===== src/rtl/legv8_pkg.sv =====
// rtl/legv8_pkg.sv - shared LEGv8 constants: mul/div op encodings, XZR index, default widths
package legv8_pkg;
    localparam int DEF_WIDTH      = 64;
    localparam int DEF_REG_ADDR_W = 5;
    localparam int XZR_IDX        = 31;

    localparam logic [2:0] OP_MUL   = 3'b000;
    localparam logic [2:0] OP_SMULH = 3'b001;
    localparam logic [2:0] OP_UMULH = 3'b010;
    localparam logic [2:0] OP_SDIV  = 3'b100;
    localparam logic [2:0] OP_UDIV  = 3'b101;

    function automatic logic op_is_legal(input logic [2:0] op);
        return (op == OP_MUL) || (op == OP_SMULH) || (op == OP_UMULH) ||
               (op == OP_SDIV) || (op == OP_UDIV);
    endfunction

    function automatic logic op_is_div(input logic [2:0] op);
        return (op == OP_SDIV) || (op == OP_UDIV);
    endfunction

    function automatic logic op_is_signed(input logic [2:0] op);
        return (op == OP_SMULH) || (op == OP_SDIV);
    endfunction
endpackage


===== src/rtl/mul_div_unit_if.sv =====
// rtl/mul_div_unit_if.sv - request/response bundle between issue logic and the mul/div unit
interface mul_div_unit_if
    import legv8_pkg::*;
#(
    parameter int WIDTH      = DEF_WIDTH,
    parameter int REG_ADDR_W = DEF_REG_ADDR_W
);
    logic                  start;
    logic [2:0]            op;
    logic [WIDTH-1:0]      operand_a;
    logic [WIDTH-1:0]      operand_b;
    logic [REG_ADDR_W-1:0] dest_reg;
    logic                  flush;
    logic                  ready;
    logic                  done;
    logic [WIDTH-1:0]      result;
    logic [REG_ADDR_W-1:0] result_reg;
    logic                  reg_write;

    modport master (
        output start, op, operand_a, operand_b, dest_reg, flush,
        input  ready, done, result, result_reg, reg_write
    );

    modport slave (
        input  start, op, operand_a, operand_b, dest_reg, flush,
        output ready, done, result, result_reg, reg_write
    );
endinterface


===== src/rtl/md_twos_negate.sv =====
// rtl/md_twos_negate.sv - conditional two's-complement negate
module md_twos_negate #(
    parameter int WIDTH = 64
) (
    input  logic             i_neg,
    input  logic [WIDTH-1:0] i_value,
    output logic [WIDTH-1:0] o_value
);
    assign o_value = i_neg ? (~i_value + WIDTH'(1)) : i_value;
endmodule


===== src/rtl/mul_div_unit.sv =====
// rtl/mul_div_unit.sv - iterative one-bit-per-cycle MUL/SMULH/UMULH/SDIV/UDIV unit
module mul_div_unit
    import legv8_pkg::*;
#(
    parameter int WIDTH      = DEF_WIDTH,
    parameter int REG_ADDR_W = DEF_REG_ADDR_W
) (
    input  logic           clk,
    input  logic           rst,
    mul_div_unit_if.slave  bus
);
    localparam int CW = $clog2(WIDTH) + 1;

    typedef enum logic [1:0] {IDLE, CALC, FIX, DONE} state_t;

    state_t                r_state, w_next;
    logic [2:0]            r_op;
    logic [REG_ADDR_W-1:0] r_dest, r_result_reg;
    logic [CW-1:0]         r_iter;
    logic                  r_neg, r_b_zero;
    logic [WIDTH-1:0]      r_hi, r_lo, r_a, r_result;

    logic                  w_accept, w_signed_in, w_div_in;
    logic [WIDTH-1:0]      w_abs_a, w_abs_b;
    logic [WIDTH:0]        w_mul_sum, w_div_sh;
    logic                  w_div_ge;
    logic [WIDTH-1:0]      w_div_diff, w_div_rem, w_result;
    logic [2*WIDTH-1:0]    w_fix_in, w_fix_out;

    assign w_accept    = (r_state == IDLE) && bus.start && !bus.flush;
    assign w_signed_in = op_is_signed(bus.op);
    assign w_div_in    = op_is_div(bus.op);

    md_twos_negate #(.WIDTH(WIDTH)) u_abs_a (
        .i_neg(w_signed_in & bus.operand_a[WIDTH-1]), .i_value(bus.operand_a), .o_value(w_abs_a));
    md_twos_negate #(.WIDTH(WIDTH)) u_abs_b (
        .i_neg(w_signed_in & bus.operand_b[WIDTH-1]), .i_value(bus.operand_b), .o_value(w_abs_b));

    // Multiply: {r_hi,r_lo} shifts right with r_lo holding the unconsumed multiplier bits.
    assign w_mul_sum = {1'b0, r_hi} + (r_lo[0] ? {1'b0, r_a} : '0);

    // Divide: r_hi is the partial remainder, r_lo shifts dividend out and quotient in.
    assign w_div_sh   = {r_hi, r_lo[WIDTH-1]};
    assign w_div_ge   = w_div_sh >= {1'b0, r_a};
    assign w_div_diff = w_div_sh[WIDTH-1:0] - r_a;
    assign w_div_rem  = w_div_ge ? w_div_diff : w_div_sh[WIDTH-1:0];

    assign w_fix_in = op_is_div(r_op) ? {{WIDTH{1'b0}}, r_lo} : {r_hi, r_lo};

    md_twos_negate #(.WIDTH(2*WIDTH)) u_fix (
        .i_neg(r_neg), .i_value(w_fix_in), .o_value(w_fix_out));

    always_comb begin
        w_result = '0;
        case (r_op)
            OP_MUL:            w_result = w_fix_out[WIDTH-1:0];
            OP_SMULH, OP_UMULH: w_result = w_fix_out[2*WIDTH-1:WIDTH];
            OP_SDIV, OP_UDIV:  w_result = r_b_zero ? '0 : w_fix_out[WIDTH-1:0];
            default:           w_result = '0;
        endcase
    end

    always_comb begin
        w_next = r_state;
        case (r_state)
            IDLE:    if (w_accept) w_next = CALC;
            CALC:    if (bus.flush) w_next = IDLE;
                     else if (r_iter == CW'(WIDTH)) w_next = FIX;
            FIX:     w_next = bus.flush ? IDLE : DONE;
            DONE:    w_next = IDLE;
            default: w_next = IDLE;
        endcase
    end

    always_ff @(posedge clk or posedge rst) begin
        if (rst) r_state <= IDLE;
        else     r_state <= w_next;
    end

    always_ff @(posedge clk or posedge rst) begin
        if (rst) begin
            r_op         <= '0;
            r_dest       <= '0;
            r_result_reg <= '0;
            r_iter       <= '0;
            r_neg        <= 1'b0;
            r_b_zero     <= 1'b0;
            r_hi         <= '0;
            r_lo         <= '0;
            r_a          <= '0;
            r_result     <= '0;
        end else begin
            case (r_state)
                IDLE: if (w_accept) begin
                    r_op     <= bus.op;
                    r_dest   <= bus.dest_reg;
                    r_iter   <= '0;
                    r_neg    <= w_signed_in & (bus.operand_a[WIDTH-1] ^ bus.operand_b[WIDTH-1]);
                    r_b_zero <= (bus.operand_b == '0);
                    r_hi     <= '0;
                    r_lo     <= w_div_in ? w_abs_a : w_abs_b;
                    r_a      <= w_div_in ? w_abs_b : w_abs_a;
                end
                CALC: if (r_iter != CW'(WIDTH)) begin
                    r_iter <= r_iter + CW'(1);
                    if (op_is_div(r_op)) begin
                        r_hi <= w_div_rem;
                        r_lo <= {r_lo[WIDTH-2:0], w_div_ge};
                    end else begin
                        r_hi <= w_mul_sum[WIDTH:1];
                        r_lo <= {w_mul_sum[0], r_lo[WIDTH-1:1]};
                    end
                end
                FIX: if (!bus.flush) begin
                    r_result     <= w_result;
                    r_result_reg <= r_dest;
                end
                default: ;
            endcase
        end
    end

    assign bus.ready      = (r_state == IDLE);
    assign bus.done       = (r_state == DONE);
    assign bus.result     = r_result;
    assign bus.result_reg = r_result_reg;
    assign bus.reg_write  = (r_state == DONE) && op_is_legal(r_op) &&
                            (r_result_reg != REG_ADDR_W'(XZR_IDX));
endmodule


===== src/flat_wrapper.sv =====
// flat-port wrapper written by rule: the top's interface ports become plain ports
module mul_div_unit_flat import legv8_pkg::*;
#(
    parameter int WIDTH      = DEF_WIDTH,
    parameter int REG_ADDR_W = DEF_REG_ADDR_W
)
  (clk, rst, bus_start, bus_op, bus_operand_a, bus_operand_b, bus_dest_reg, bus_flush, bus_ready, bus_done, bus_result, bus_result_reg, bus_reg_write);
  mul_div_unit_if #(.WIDTH(WIDTH), .REG_ADDR_W(REG_ADDR_W)) bus_i ();
  input  logic clk;
  input  logic rst;
  input wire logic [$bits(bus_i.start)-1:0] bus_start;
  input wire logic [$bits(bus_i.op)-1:0] bus_op;
  input wire logic [$bits(bus_i.operand_a)-1:0] bus_operand_a;
  input wire logic [$bits(bus_i.operand_b)-1:0] bus_operand_b;
  input wire logic [$bits(bus_i.dest_reg)-1:0] bus_dest_reg;
  input wire logic [$bits(bus_i.flush)-1:0] bus_flush;
  output wire logic [$bits(bus_i.ready)-1:0] bus_ready;
  output wire logic [$bits(bus_i.done)-1:0] bus_done;
  output wire logic [$bits(bus_i.result)-1:0] bus_result;
  output wire logic [$bits(bus_i.result_reg)-1:0] bus_result_reg;
  output wire logic [$bits(bus_i.reg_write)-1:0] bus_reg_write;
  assign bus_i.start = bus_start;
  assign bus_i.op = bus_op;
  assign bus_i.operand_a = bus_operand_a;
  assign bus_i.operand_b = bus_operand_b;
  assign bus_i.dest_reg = bus_dest_reg;
  assign bus_i.flush = bus_flush;
  assign bus_ready = bus_i.ready;
  assign bus_done = bus_i.done;
  assign bus_result = bus_i.result;
  assign bus_result_reg = bus_i.result_reg;
  assign bus_reg_write = bus_i.reg_write;
  mul_div_unit #(.WIDTH(WIDTH), .REG_ADDR_W(REG_ADDR_W)) u_core (.clk(clk), .rst(rst), .bus(bus_i));
endmodule

===== config.mk =====
export PLATFORM = sky130hd
export DESIGN_NAME = mul_div_unit_flat
export DESIGN_NICKNAME = d
export VERILOG_FILES = /design/src/rtl/legv8_pkg.sv /design/src/rtl/mul_div_unit_if.sv /design/src/rtl/md_twos_negate.sv /design/src/rtl/mul_div_unit.sv /design/src/flat_wrapper.sv
export SDC_FILE = /design/constraint.sdc
export NUM_CORES = 2
export LEC_CHECK = 0
export CORE_MARGIN = 8
export CORE_UTILIZATION = 45
export CTS_CLUSTER_DIAMETER = 150
export DETAILED_ROUTE_END_ITERATION = 10
export DONT_BUFFER_PORTS = 1
export HOLD_SLACK_MARGIN = 0.06
export PLACE_DENSITY = 0.69
export SYNTH_ARGS = -nofsm -noshare
export SYNTH_HDL_FRONTEND = slang
export SYNTH_SLANG_ARGS = --single-unit

===== constraint.sdc =====
create_clock -name clk -period 15.1 [get_ports clk]
set_input_delay 1.51 -clock clk [delete_from_list [all_inputs] [get_ports clk]]
set_output_delay 1.51 -clock clk [all_outputs]
set_load 0.01 [all_outputs]

==> metrics.txt <==
pre-CTS worst setup slack roughly 10 ns; slowest cell on the critical path buf_4; number of antenna violations at the first check in global routing 0; critical path class reg2reg; HPWL reported at the end of detailed placement 89300 µm; post-synth top area share between 20% and 30%; Pint around 2.7 mW; Tightest Pin Transition 1.18 ns; die width about 270 µm; post-detailed-route count of antenna-violating nets 0; run status finished, final reports clean; Initial Util 45.3%; hold crit path type reg2reg; DRC violation count after routing 0; switching part of the total between 50% and 60%; CTS tree built; Chip Height roughly 270 µm; startpoint type of the worst setup path flip-flop; sink count of the clock tree 280; worst clock skew ~0.035 ns; startpoint of the worst hold path u_core.r_dest[0]$_DFFE_PP0P_; critical path peak fanout slightly above 60; remaining global-route overflow 0; final critical delay including setup and external delays ~5.2 ns; Post-synth top flop dfrtp_1; crit path DAT 5.66 ns; top cells by area in the synthesized netlist dfrtp_1 25%, nand2_1 7.4%, xnor2_1 6.6%; WP buf/inv 3; Seq pwr share 24.6%; clock slew at reported path FFs 0.07 ns; CTS resizes 0; global-route total usage across every layer between 30% and 40%; Endpoint, Worst Hold u_core.bus.result_reg[0]$_DFFE_PP0P_; number of placement rows just over 90; DRT iter0 DRCs 3752; worst hold path cell count 2; R2R Path Start u_core.r_lo[0]$_DFFE_PP0P_; count of endpoints failing setup in the final report 0; Post-Synthesis Mean Instance Area 7.25 µm²; worst reg2reg setup slack 9.91 ns; # port buffers 0; global-route wire length before repair 173000 µm; cell chain of the critical path inv_2, buf_4, nor2_1, ha_1, and4_1, and3_1, o21ai_0, a21oi_1, a41oi_1, o41ai_1, buf_4, a21oi_1, o41ai_1, xor2_1, o21ai_0, o31ai_1; post-synth top area cell dfrtp_1; Fmax 193 MHz; Vias/cell roughly 6.5; buffers from clock root to sink, at most 3; area growth from synthesis to final layout 5.32%; final routed wire length divided by cell count 25.2 µm; flip-flop count of the largest register after layout 69; type of destination of the critical path flip-flop; root buffer selected by CTS clkbuf_16; setup TNS 0 ns; router iterations before antenna repair 6; fraction of power consumed by combinational cells between 60% and 70%; required time at the worst-slack endpoint 15.58 ns; postcts setup bufs 0; number of hold-slack violations in the final timing report 0; # fillers 6412; number of antenna diodes 0; area of the die just over 0.07 mm²; Peak supply drop 0.126 mV; synthesized instance count 3927; final period utilization between 30% and 40%; largest stage delay on the critical path 0.60 ns; power spent charging and discharging nets 3.02 mW; setup repair after global routing missed its margin false; register area share after synthesis about 25%; minimum setup slack in the final design 9.91 ns; core region area approximately 0.063 mm²; final net count 4003; endpoint of the most critical register-to-register path u_core.r_hi[62]$_DFFE_PP0P_; # hold bufs at CTS 0; largest net degree at the start of global routing 117; CTS buffer count 36; H-tree Lvls 2; final routed wirelength across all metal layers 116000 µm; share of cells above drive strength 1 5.01%; number of flops mapped to enable cells by yosys 0; Leak Pwr 12.3 nW; clock power share 15.0%; count of max-cap constraint violations 0; number of flip-flops and latches in the synthesized netlist 280; number of primary I/O pins approximately 210; post-synth cell types 94; clock latency on the worst-skew pair 0.57 ns; via count of the first global-routing pass 27516; net count after synthesis 4202; crit-path leading delay family compound AO/OA/AOI/OAI gates; Routability Congestion a little under 1; Post-Syn Area between 0.02 and 0.03 mm²; Max-slew headroom 21.4%; proportion of synthesized flip-flops having asynchronous set or reset 100%; number of vias after detailed routing 29836; PwrDens 190 mW/mm²; Syn. warnings 0; count of cells along the worst register-to-register path 16; pins over their slew limit 0
cell usage after synthesis, types with 61 or more instances:
library cell / instances
ha_1: 133
nor3_1: 85
nor2_1: 407
xor2_1: 124
dfrtp_1: 280
nand3_1: 90
inv_1: 123
nand2_1: 558
a21o_1: 77
o31ai_1: 73
nand4_1: 61
clkbuf_1: 248
o21ai_0: 322
a21oi_1: 371
xnor2_1: 215
how the worst max path moves through the flow:
stage	cells past startpoint	endpoint	slack, ns	startpoint
after CTS	16	u_core.r_hi[62]$_DFFE_PP0P_	10.07	u_core.r_lo[0]$_DFFE_PP0P_
after global placement	10	u_core.r_lo[55]$_DFFE_PP0P_	10.12	bus_operand_b[10]
after global routing	16	u_core.r_hi[62]$_DFFE_PP0P_	9.73	u_core.r_lo[0]$_DFFE_PP0P_
final	16	u_core.r_hi[62]$_DFFE_PP0P_	9.91	u_core.r_lo[0]$_DFFE_PP0P_
after floorplan	1	u_core.bus.result[0]$_DFFE_PP0P_	5.87	rst
after detailed placement	15	u_core.r_hi[57]$_DFFE_PP0P_	10.10	u_core.r_lo[0]$_DFFE_PP0P_
kinds of logic (layout without fill, tap and decap cells):
| family | after synthesis | after routing | share of synthesized area (%) |
|---|---|---|---|
| simple gates | 1436 | 1436 | 23.1 |
| xor+xnor | 339 | 339 | 10.4 |
| flops | 280 | 280 | 24.6 |
| mux | 50 | 50 | 1.80 |
| buf+inv | 408 | 231 | 5.54 |
| fa+ha+maj | 135 | 135 | 5.99 |
| compound gates | 1279 | 1279 | 28.5 |
per-stage QoR:
| stage | total power [mW] | hold slack, ns | util (%) | area, µm² | cells |
|---|---|---|---|---|---|
| CTS | 5.56 | 0.466 | 47.7 | 30000 | 4596 |
| finish | 5.70 | 0.463 | 47.7 | 30000 | 4596 |
| global route | 6.03 | 0.493 | 47.7 | 30000 | 4596 |
| detailed placement | 4.69 | 0.453 | 45.9 | 28900 | 4536 |
| global placement | 4.71 | 0.447 | 45.9 | 28900 | 4536 |
| floorplan | 3.68 | 0.439 | - | 28500 | 3927 |
metal layers:
metal / vias to the layer above / GRT usage [%] / share of wire (%)
li1: 13761 / - / -
met1: 14129 / 45.5 / 44
met2: 1746 / 44.0 / 40
met3: 200 / 9.20 / 13
met4: 0 / 8.85 / 3.0
met5: - / 0 / 0
worst reg2reg max path: cells and delay by family (launching register included):
kind	cells	cell delay [ns]
AO/OA/AOI/OAI	8	2.32
XOR/XNOR	1	0.18
adder cells (fa/ha/maj)	1	0.42
buffers and inverters	3	0.97
flip-flops	1	0.59
AND/OR/NAND/NOR	3	0.65
final cells by class:
cell class	count	area (µm²)	share of cell area [%]
sequential	280	7010	23.4
timing repair buffer	47	353	1.18
multi-input combinational	3239	20000	66.6
clock buffer	45	976	3.26
tap	846	1060	3.53
inverter	124	473	1.58
clock inverter	15	143	0.476
power by group through the flow:
stage	Sequential [mW]	Clock (mW)	Combinational (mW)
after floorplan	1.12	0	2.56
after global placement	1.36	0	3.35
after detailed placement	1.37	0	3.32
after CTS	1.36	0.866	3.33
after global routing	1.41	0.895	3.73
final	1.40	0.855	3.44
layout by cell type (no fill, tap or decap), drive strengths merged, types with 35 or more instances in the layout:
| master | synthesis | final |
|---|---|---|
| nor2 | 408 | 408 |
| dfrtp | 280 | 280 |
| nand2 | 559 | 559 |
| a21o | 77 | 77 |
| buf | 35 | 47 |
| a211oi | 39 | 39 |
| ha | 133 | 133 |
| nor3 | 85 | 85 |
| o41ai | 41 | 41 |
| inv | 124 | 124 |
| nand4 | 61 | 61 |
| xor2 | 124 | 124 |
| nand2b | 37 | 37 |
| mux2i | 41 | 41 |
| o31ai | 74 | 74 |
| a31oi | 60 | 60 |
| a21oi | 372 | 372 |
| or4 | 35 | 35 |
| xnor2 | 215 | 215 |
| nand3 | 90 | 90 |
| a22oi | 43 | 43 |
| o21ai | 326 | 326 |
| clkbuf | 249 | 45 |
Note: power is estimated with default switching activity, not from simulation.
